File: src/rtl/spi_pkg.sv
// Shared constants, command codes and FSM encoding for the SPI SRAM master controller.
package spi_pkg;

  localparam int unsigned FRAME_BITS = 11;
  localparam int unsigned DATA_BITS  = 8;

  typedef enum logic [1:0] {
    CmdWrAddr = 2'b00,
    CmdWrData = 2'b01,
    CmdRdAddr = 2'b10,
    CmdRdData = 2'b11
  } spi_cmd_e;

  typedef enum logic [2:0] {
    StIdle,
    StShift,
    StTurn,
    StCapture,
    StGap
  } spi_state_e;

  function automatic logic [FRAME_BITS-1:0] build_frame(spi_cmd_e cmd,
                                                        logic [DATA_BITS-1:0] payload);
    return {cmd[1], cmd, payload};
  endfunction

  // Read-data frames carry no payload; it is driven as zero.
  function automatic logic [DATA_BITS-1:0] data_payload(logic op, logic [DATA_BITS-1:0] wdata);
    return op ? '0 : wdata;
  endfunction

endpackage

File: src/rtl/spi_frame_shifter.sv
// MOSI frame serializer and MISO deserializer sharing one 4-bit bit counter.
module spi_frame_shifter
  import spi_pkg::*;
(
  input  logic                  clk,
  input  logic                  rst_n,
  input  logic                  load,
  input  logic [FRAME_BITS-1:0] frame,
  input  logic                  shift_en,
  input  logic                  capture_en,
  input  logic                  miso,
  output logic                  mosi,
  output logic                  last_bit,
  output logic [DATA_BITS-1:0]  capture_data
);

  logic [FRAME_BITS-1:0] tx_q;
  logic [DATA_BITS-1:0]  rx_q;
  logic [3:0]            bit_cnt_q;
  logic [3:0]            last_idx;

  assign last_idx     = capture_en ? 4'(DATA_BITS - 1) : 4'(FRAME_BITS - 1);
  assign last_bit     = (shift_en || capture_en) && (bit_cnt_q == last_idx);
  assign mosi         = tx_q[FRAME_BITS-1];
  // Includes the bit being sampled this edge so the final byte is usable immediately.
  assign capture_data = {rx_q[DATA_BITS-2:0], miso};

  always_ff @(posedge clk or negedge rst_n) begin
    if (!rst_n) begin
      tx_q      <= '0;
      rx_q      <= '0;
      bit_cnt_q <= '0;
    end else if (load) begin
      tx_q      <= frame;
      bit_cnt_q <= '0;
    end else if (shift_en) begin
      tx_q      <= {tx_q[FRAME_BITS-2:0], 1'b0};
      bit_cnt_q <= last_bit ? '0 : bit_cnt_q + 4'd1;
    end else if (capture_en) begin
      rx_q      <= capture_data;
      bit_cnt_q <= last_bit ? '0 : bit_cnt_q + 4'd1;
    end
  end

endmodule

File: src/rtl/spi_master_ctrl.sv
// SPI SRAM master: turns host read/write requests into address + data frames.
// Optional SPI_MASTER_ADDR_SKIP_EN omits a repeated address frame for the same op.
module spi_master_ctrl
  import spi_pkg::*;
#(
  parameter int unsigned TURNAROUND = 2,
  parameter int unsigned GAP_CYCLES = 1
) (
  input  logic       clk,
  input  logic       rst_n,
  input  logic       req_valid,
  output logic       req_ready,
  input  logic       req_op,
  input  logic [7:0] req_addr,
  input  logic [7:0] req_wdata,
  output logic       rsp_valid,
  output logic [7:0] rsp_rdata,
  output logic       ss_n,
  output logic       MOSI,
  input  logic       MISO
);

  // TURNAROUND and GAP_CYCLES are limited to 256; a zero GAP_CYCLES still yields one gap cycle.
  localparam int unsigned WaitW    = 8;
  localparam int unsigned TurnLast = (TURNAROUND > 0) ? TURNAROUND - 1 : 0;
  localparam int unsigned GapLast  = (GAP_CYCLES > 0) ? GAP_CYCLES - 1 : 0;

  spi_state_e           state_q, state_d;
  logic [WaitW-1:0]     wait_cnt_q, wait_cnt_d;
  logic                 data_phase_q, data_phase_d;
  logic                 op_q;
  logic [7:0]           addr_q, wdata_q;
  logic                 ready_en_q, rsp_valid_q;
  logic [7:0]           rsp_rdata_q;
  logic                 accept, load, shift_en, capture_en, rsp_set, rdata_set, skip;
  logic                 sh_mosi, last_bit;
  logic [DATA_BITS-1:0] capture_data;
  spi_cmd_e             load_cmd;
  logic [7:0]           load_payload;

  assign req_ready = ready_en_q && (state_q == StIdle);
  assign rsp_valid = rsp_valid_q;
  assign rsp_rdata = rsp_rdata_q;
  assign ss_n      = !(state_q inside {StShift, StTurn, StCapture});
  assign MOSI      = (state_q == StShift) && sh_mosi;

`ifdef SPI_MASTER_ADDR_SKIP_EN
  logic       last_wr_vld_q, last_rd_vld_q;
  logic [7:0] last_wr_addr_q, last_rd_addr_q;

  assign skip = req_op ? (last_rd_vld_q && (last_rd_addr_q == req_addr))
                       : (last_wr_vld_q && (last_wr_addr_q == req_addr));

  always_ff @(posedge clk or negedge rst_n) begin
    if (!rst_n) begin
      last_wr_vld_q  <= 1'b0;
      last_rd_vld_q  <= 1'b0;
      last_wr_addr_q <= '0;
      last_rd_addr_q <= '0;
    end else if (accept) begin
      if (req_op) begin
        last_rd_vld_q  <= 1'b1;
        last_rd_addr_q <= req_addr;
      end else begin
        last_wr_vld_q  <= 1'b1;
        last_wr_addr_q <= req_addr;
      end
    end
  end
`else
  assign skip = 1'b0;
`endif

  // The first frame is built from the live request because the field latches update this edge.
  assign load_cmd     = accept ? spi_cmd_e'({req_op, skip}) : spi_cmd_e'({op_q, 1'b1});
  assign load_payload = accept ? (skip ? data_payload(req_op, req_wdata) : req_addr)
                               : data_payload(op_q, wdata_q);

  always_comb begin
    state_d      = state_q;
    wait_cnt_d   = wait_cnt_q;
    data_phase_d = data_phase_q;
    accept       = 1'b0;
    load         = 1'b0;
    shift_en     = 1'b0;
    capture_en   = 1'b0;
    rsp_set      = 1'b0;
    rdata_set    = 1'b0;
    unique case (state_q)
      StIdle: begin
        if (req_valid && req_ready) begin
          accept       = 1'b1;
          load         = 1'b1;
          data_phase_d = skip;
          state_d      = StShift;
        end
      end
      StShift: begin
        shift_en = 1'b1;
        if (last_bit) begin
          if ({op_q, data_phase_q} == CmdRdData) begin
            state_d = (TURNAROUND == 0) ? StCapture : StTurn;
          end else begin
            state_d = StGap;
            rsp_set = data_phase_q;
          end
        end
      end
      StTurn: begin
        if (wait_cnt_q == WaitW'(TurnLast)) begin
          wait_cnt_d = '0;
          state_d    = StCapture;
        end else begin
          wait_cnt_d = wait_cnt_q + 1'b1;
        end
      end
      StCapture: begin
        capture_en = 1'b1;
        if (last_bit) begin
          state_d   = StGap;
          rsp_set   = 1'b1;
          rdata_set = 1'b1;
        end
      end
      StGap: begin
        if (wait_cnt_q == WaitW'(GapLast)) begin
          wait_cnt_d = '0;
          if (data_phase_q) begin
            state_d = StIdle;
          end else begin
            state_d      = StShift;
            load         = 1'b1;
            data_phase_d = 1'b1;
          end
        end else begin
          wait_cnt_d = wait_cnt_q + 1'b1;
        end
      end
      default: state_d = StIdle;
    endcase
  end

  always_ff @(posedge clk or negedge rst_n) begin
    if (!rst_n) begin
      state_q      <= StIdle;
      wait_cnt_q   <= '0;
      data_phase_q <= 1'b0;
      op_q         <= 1'b0;
      addr_q       <= '0;
      wdata_q      <= '0;
      ready_en_q   <= 1'b0;
      rsp_valid_q  <= 1'b0;
      rsp_rdata_q  <= '0;
    end else begin
      state_q      <= state_d;
      wait_cnt_q   <= wait_cnt_d;
      data_phase_q <= data_phase_d;
      ready_en_q   <= 1'b1;
      rsp_valid_q  <= rsp_set;
      if (accept) begin
        op_q    <= req_op;
        addr_q  <= req_addr;
        wdata_q <= req_wdata;
      end
      if (rdata_set) rsp_rdata_q <= capture_data;
    end
  end

  spi_frame_shifter u_shifter (
    .clk          (clk),
    .rst_n        (rst_n),
    .load         (load),
    .frame        (build_frame(load_cmd, load_payload)),
    .shift_en     (shift_en),
    .capture_en   (capture_en),
    .miso         (MISO),
    .mosi         (sh_mosi),
    .last_bit     (last_bit),
    .capture_data (capture_data)
  );

endmodule

File: config.mk
export PLATFORM = sky130hd
export DESIGN_NAME = spi_master_ctrl
export DESIGN_NICKNAME = d
export VERILOG_FILES = /design/src/rtl/spi_pkg.sv /design/src/rtl/spi_frame_shifter.sv /design/src/rtl/spi_master_ctrl.sv
export SDC_FILE = /design/constraint.sdc
export NUM_CORES = 1
export LEC_CHECK = 0
export ABC_AREA = 1
export CELL_PAD_IN_SITES_DETAIL_PLACEMENT = 0
export CELL_PAD_IN_SITES_GLOBAL_PLACEMENT = 1
export CORE_MARGIN = 10
export CORE_UTILIZATION = 40
export CTS_CLUSTER_DIAMETER = 30
export CTS_CLUSTER_SIZE = 16
export DETAILED_ROUTE_END_ITERATION = 10
export PLACE_DENSITY = 0.8
export SYNTH_ARGS = -nofsm -noshare
export SYNTH_HDL_FRONTEND = slang
export SYNTH_SLANG_ARGS = --single-unit
File: constraint.sdc
create_clock -name clk -period 3.85 [get_ports clk]
set_clock_uncertainty 0.1 [all_clocks]
set_input_delay 0.5775 -clock clk [delete_from_list [all_inputs] [get_ports clk]]
set_output_delay 0.5775 -clock clk [all_outputs]
set_load 0.005 [all_outputs]
# [Word level (Yosys, flattened, before mapping)]
# Index checks and enable logic that the tools add are counted.
[totals] register_bits=53 input_bits=21 out_inout_bits=12
[op_classes] n_addsub=2 eq_ne=12 n_mux=36 n_bitwise=2 reduce_logical=16
[ops] op="2-to-1 mux 8 bit" n=4
[ops] op="2-to-1 mux 11 bit" n=2
[ops] op="2-to-1 mux 4 bit" n=5
[ops] op="2-to-1 mux 3 bit" n=6
[ops] op="case mux 8 bit (2 select lines)" n=1
[ops] op="case mux 3 bit (5 select lines)" n=1
[ops] op="2-to-1 mux 1 bit" n=13
[ops] op="adder 8 x 1 -> 8 bit (second input constant)" n=1
[ops] op="equality test 8 x 1 -> 1 bit (second input constant)" n=1
[ops] op="logical NOT 8 bit" n=1
[ops] op="!= test 2 x 1 -> 1 bit (second input constant)" n=4
[ops] op="equality test 3 x 2 -> 1 bit (second input constant)" n=2
[ops] op="case mux 1 bit (2 select lines)" n=3
[ops] op="AND reduction 3 bit" n=2
[ops] op="nonzero test 2 bit" n=3
[ops] op="nonzero test 3 bit" n=2
[ops] op="AND reduction 5 bit" n=1
[ops] op="adder 4 x 1 -> 4 bit (second input constant)" n=1
[ops] op="equality test 4 bit" n=1
[ops] op="logical AND 1 bit" n=4
[ops] op="equality test 3 x 1 -> 1 bit (second input constant)" n=1
[ops] op="equality test 3 bit (second input constant)" n=1
[ops] op="logical NOT 3 bit" n=1
[ops] op="equality test 2 bit (second input constant)" n=1
[ops] op="other kinds (5)" n=6

# [Depth between registers and ports, before layout]
[logic_depth] ltp_word=9 mapped_depth=10

# [Hierarchy]
# Synthesis repeated with hierarchy kept, for this count alone.
[unflattened] hier_cells=309 hier_area_um2=2608.8
[by_module_without_submodules] mod="spi_master_ctrl" instances=1 cells_each=196 area_each_um2=1602.8
[by_module_without_submodules] mod="spi_frame_shifter" instances=1 cells_each=113 area_each_um2=1006.0

# [Worst setup path before layout]
# OpenSTA, ideal clock, no wires.
[synth_timing] kind="reg2out" from="register state_q[1]" to="output MOSI" t_arrival_ns=0.986 required_time_ns=3.172 setup_slack_ns=2.187 stages_incl_launch_ff=4 n_path_buf=0 cell_sequence="dfrtp_1 -> nor3_4 -> inv_2 -> nor2_1"
[synth_via] elab_chain_len=2
[synth_lines] element="start, declared" line_no="spi_master_ctrl.sv:28" text="spi_state_e state_q, state_d;"
[synth_lines] element="start signal, assigned" line_no="spi_master_ctrl.sv:145" text="state_q <= StIdle;"
[synth_lines] element="start signal, assigned" line_no="spi_master_ctrl.sv:155" text="state_q <= state_d;"
[synth_lines] element="equality test 3 x 1 -> 1 bit" line_no="spi_master_ctrl.sv:45" text="assign MOSI = (state_q == StShift) && sh_mosi;"
[synth_lines] element="logical AND 1 bit" line_no="spi_master_ctrl.sv:45"
[synth_lines] element="end, declared" line_no="spi_master_ctrl.sv:19" text="output logic MOSI,"
# No other way between the ends.

# [Worst setup path in the final report]
# Same ends and word-level chain as after synthesis.

==> key figures <==
Status
  – Status: finished clean

Yosys
  – Area fraction of the dominant cell type after synthesis: 0.511
  – Most common cell in the netlist: nand2_1
  – Post-synth EDFFs: 0
  – Seq cells post-synth: 53
  – Top post-synthesis cells by count: nand2_1 (107), dfrtp_1 (53), inv_1 (26), nand3_1 (26), nor2_1 (19)
  – Register area share after synthesis: 0.511
  – Area leader, netlist: dfrtp_1
  – Syn_nets: 340
  – Syn Inst Count: 315
  – Mapped cell area: 2590 sq um
  – Synth Area per Inst: 8.24 sq um
  – Cell variety after synth: 30
  – Biggest area contributors in the synthesized netlist: dfrtp_1 (51%), nand2_1 (15%), nand3_1 (5.0%), inv_1 (3.8%), nor2_1 (2.7%)
  – Synth Flop Type: dfrtp_1
  – Post-synth ARST share: 1.00
  – Yosys warns: 0

Global routing
  – Pin count of the biggest net entering global routing: 39
  – Remaining Overflow, GRT: 0
  – GRT met3 Usage: 0.0302
  – GRT busiest layer: met2
  – Met1 Usage GRT: 0.149
  – Initial antenna violation count: 0
  – Global-route wire length before repair: 9.17 mm
  – GR Util All Layers: 0.109
  – Vias in the first global route: 2040
  – Met2 GRT Util: 0.162

CTS
  – TritonCTS clock tree: yes
  – # resized after CTS: 0
  – Worst skew pair latency: 0.30 ns
  – CTS max path bufs: 2
  – Cts-stage hold buffer count: 0
  – TritonCTS buffer count: 5
  – Clk pin slew, worst setup/hold paths: 0.10 ns
  – Clock Sinks: 53
  – Clock Root Buffer: clkbuf_8
  – Setup bufs post-CTS: 0
  – CTS H-tree depth: 2

Timing
  – Tightest Pin Transition: 0.836 ns
  – Setup TNS: 0 ns
  – RSZ-0062 raised after global routing: no
  – Fin worst setup slack: 1.03 ns
  – Final setup fails: 0
  – Final Cycle Share: 0.732
  – Peak Freq: 355 MHz
  – Final Slew Violations: 0
  – Min Hold Slack: 0.265 ns
  – Max_slew headroom: 0.442
  – Crit path time final: 2.82 ns
  – Count of final hold-check violations: 0

Power
  – Int Power: 1.18 mW
  – Reg power frac: 0.440
  – Sw Pwr: 808 uW
  – PwrDens: 653 nW/um^2
  – Combinational Power Share: 0.405
  – Design Power: 1.99 mW
  – Clock power frac: 0.154
  – Switch share: 0.406
  – Worst VDD drop: 0.235 mV
  – LEAKAGE: 1.48 nW

Drt
  – DR vias: 2049
  – Drt wl/cell: 12.1 microns
  – DRT Pass-1 Iters: 4
  – Total Wirelength: 5.16 mm
  – Number of DRC markers in iteration 0: 90
  – Drt via density: 4.82
  – DRC: 0
  – Routed Antenna Nets: 0

Setup path
  – CP endpoint kind: primary output
  – Worst flop-to-flop path startpoint: state_q[1]
  – Crit path launch: state_q[1]
  – Data required time of the worst path: 3.17 ns
  – Worst EP arrival: 2.14 ns
  – CP cell instances: nor3_4 -> inv_2 -> nor2_1 -> clkdlybuf4s50_1
  – Setup crit start kind: flip-flop
  – WS Path Type: reg -> out
  – Slowest stage cell, crit path: nor3_4
  – Crit path largest cell delay: 0.53 ns
  – Max FO, Critical Path: 14

Die
  – Die width: 101 microns
  – Die area: 10100 sq um
  – Starting Density: 0.411
  – Area of the core: 6310 sq um
  – I/O Pins: 33
  – Row cnt: 29
  – Die Ht: 101 microns

Run
  – MaxCap Viol Count: 0

Cells and area
  – Final Cell Area: 3050 sq um
  – Diodes inserted: 0
  – Nets: 372
  – Post-layout util: 0.483
  – FILL cells: 650
  – Final Non-Filler Cells: 425
  – Share of layout cells above drive strength 1: 0.0833
  – Layout area overhead: 17.5%

Placed design
  – Dpl ws: 1.36 ns
  – I/O Buffers: 32
  – Gpl congestion: 0.849
  – Post-DP HPWL: 3.91 mm
  – Placed cell area: 2960 sq um
  – Placed Instances: 417

Hold path
  – HP Class: in -> async
==> layout make-up <==
class,count,area (sq um),area share
inverter,32,120,0.0394
sequential,53,1330,0.435
clock inverter,2,15.0,0.00492
timing repair buffer,33,323,0.106
tap,77,96.3,0.0316
clock buffer,6,72.6,0.0238
multi-input combinational,222,1100,0.359
==> critical path, delay by kind of cell, from the launching register on <==
| family | cells | cell delay (ns) |
|---|---|---|
| buffers and inverters | 2 | 0.67 |
| AND/OR/NAND/NOR | 2 | 0.67 |
| flip-flops | 1 | 0.51 |
==> power by group through the flow <==
| stage | registers [mW] | logic [mW] | clock network [mW] |
|---|---|---|---|
| 4_1_cts | 0.876 | 0.820 | 0.327 |
| 3_3_place_gp | 0.883 | 0.812 | 0 |
| 2_1_floorplan | 0.855 | 0.624 | 0 |
| 5_1_grt | 0.901 | 0.945 | 0.345 |
| 3_5_place_dp | 0.885 | 0.818 | 0 |
| 6_report | 0.876 | 0.807 | 0.307 |
==> cell families (layout without fill, tap and decap cells) <==
family	after synthesis	in the layout	share of synthesized area
flops	53	53	0.511
fa+ha+maj	4	4	0.0193
xor+xnor	6	6	0.0203
compound gates	32	32	0.0670
simple gates	179	179	0.314
buf+inv	40	73	0.0665
other cells	1	1	0.00145
==> cells in the final DEF, fill, tap and decap left out, types with 5 or more instances in the layout <==
cell type	instances
inv_1	26
xor2_1	6
o21ai_1	11
nor2_1	19
clkbuf_8	5
nand2_1	107
o21ai_0	11
clkdlybuf4s50_1	31
nand3_1	26
inv_2	6
dfrtp_1	53
nand4_1	11
==> flip-flops by register name, summed over array words and instances (netlist names) <==
name                 count
data_phase_q             1
u_shifter.rx_q           7
state_q                  3
ready_en_q               1
op_q                     1
u_shifter.tx_q          11
wdata_q                  8
rsp_valid                1
u_shifter.bit_cnt_q      4
wait_cnt_q               8
rsp_rdata                8
==> per-layer routing <==
metal,share of wire,routed length (microns)
met5,0,0
met2,0.43,2230
met4,0.0058,30
met3,0.048,248
met1,0.51,2660
==> path summary, 6_finish.rpt <==
kind / end / slack, ns / cells past startpoint
setup / recovery: MOSI / 1.03 / 4
hold / removal: rsp_rdata[2] / 0.27 / 1
setup reg to reg: u_shifter.tx_q[4] / 2.00 / 8
hold reg to reg: wdata_q[7] / 0.38 / 2
max in group asynchronous: u_shifter.tx_q[0] / 2.64 / 2
min in group clk: wdata_q[7] / 0.38 / 2
Note: power is estimated with default switching activity, not from simulation.
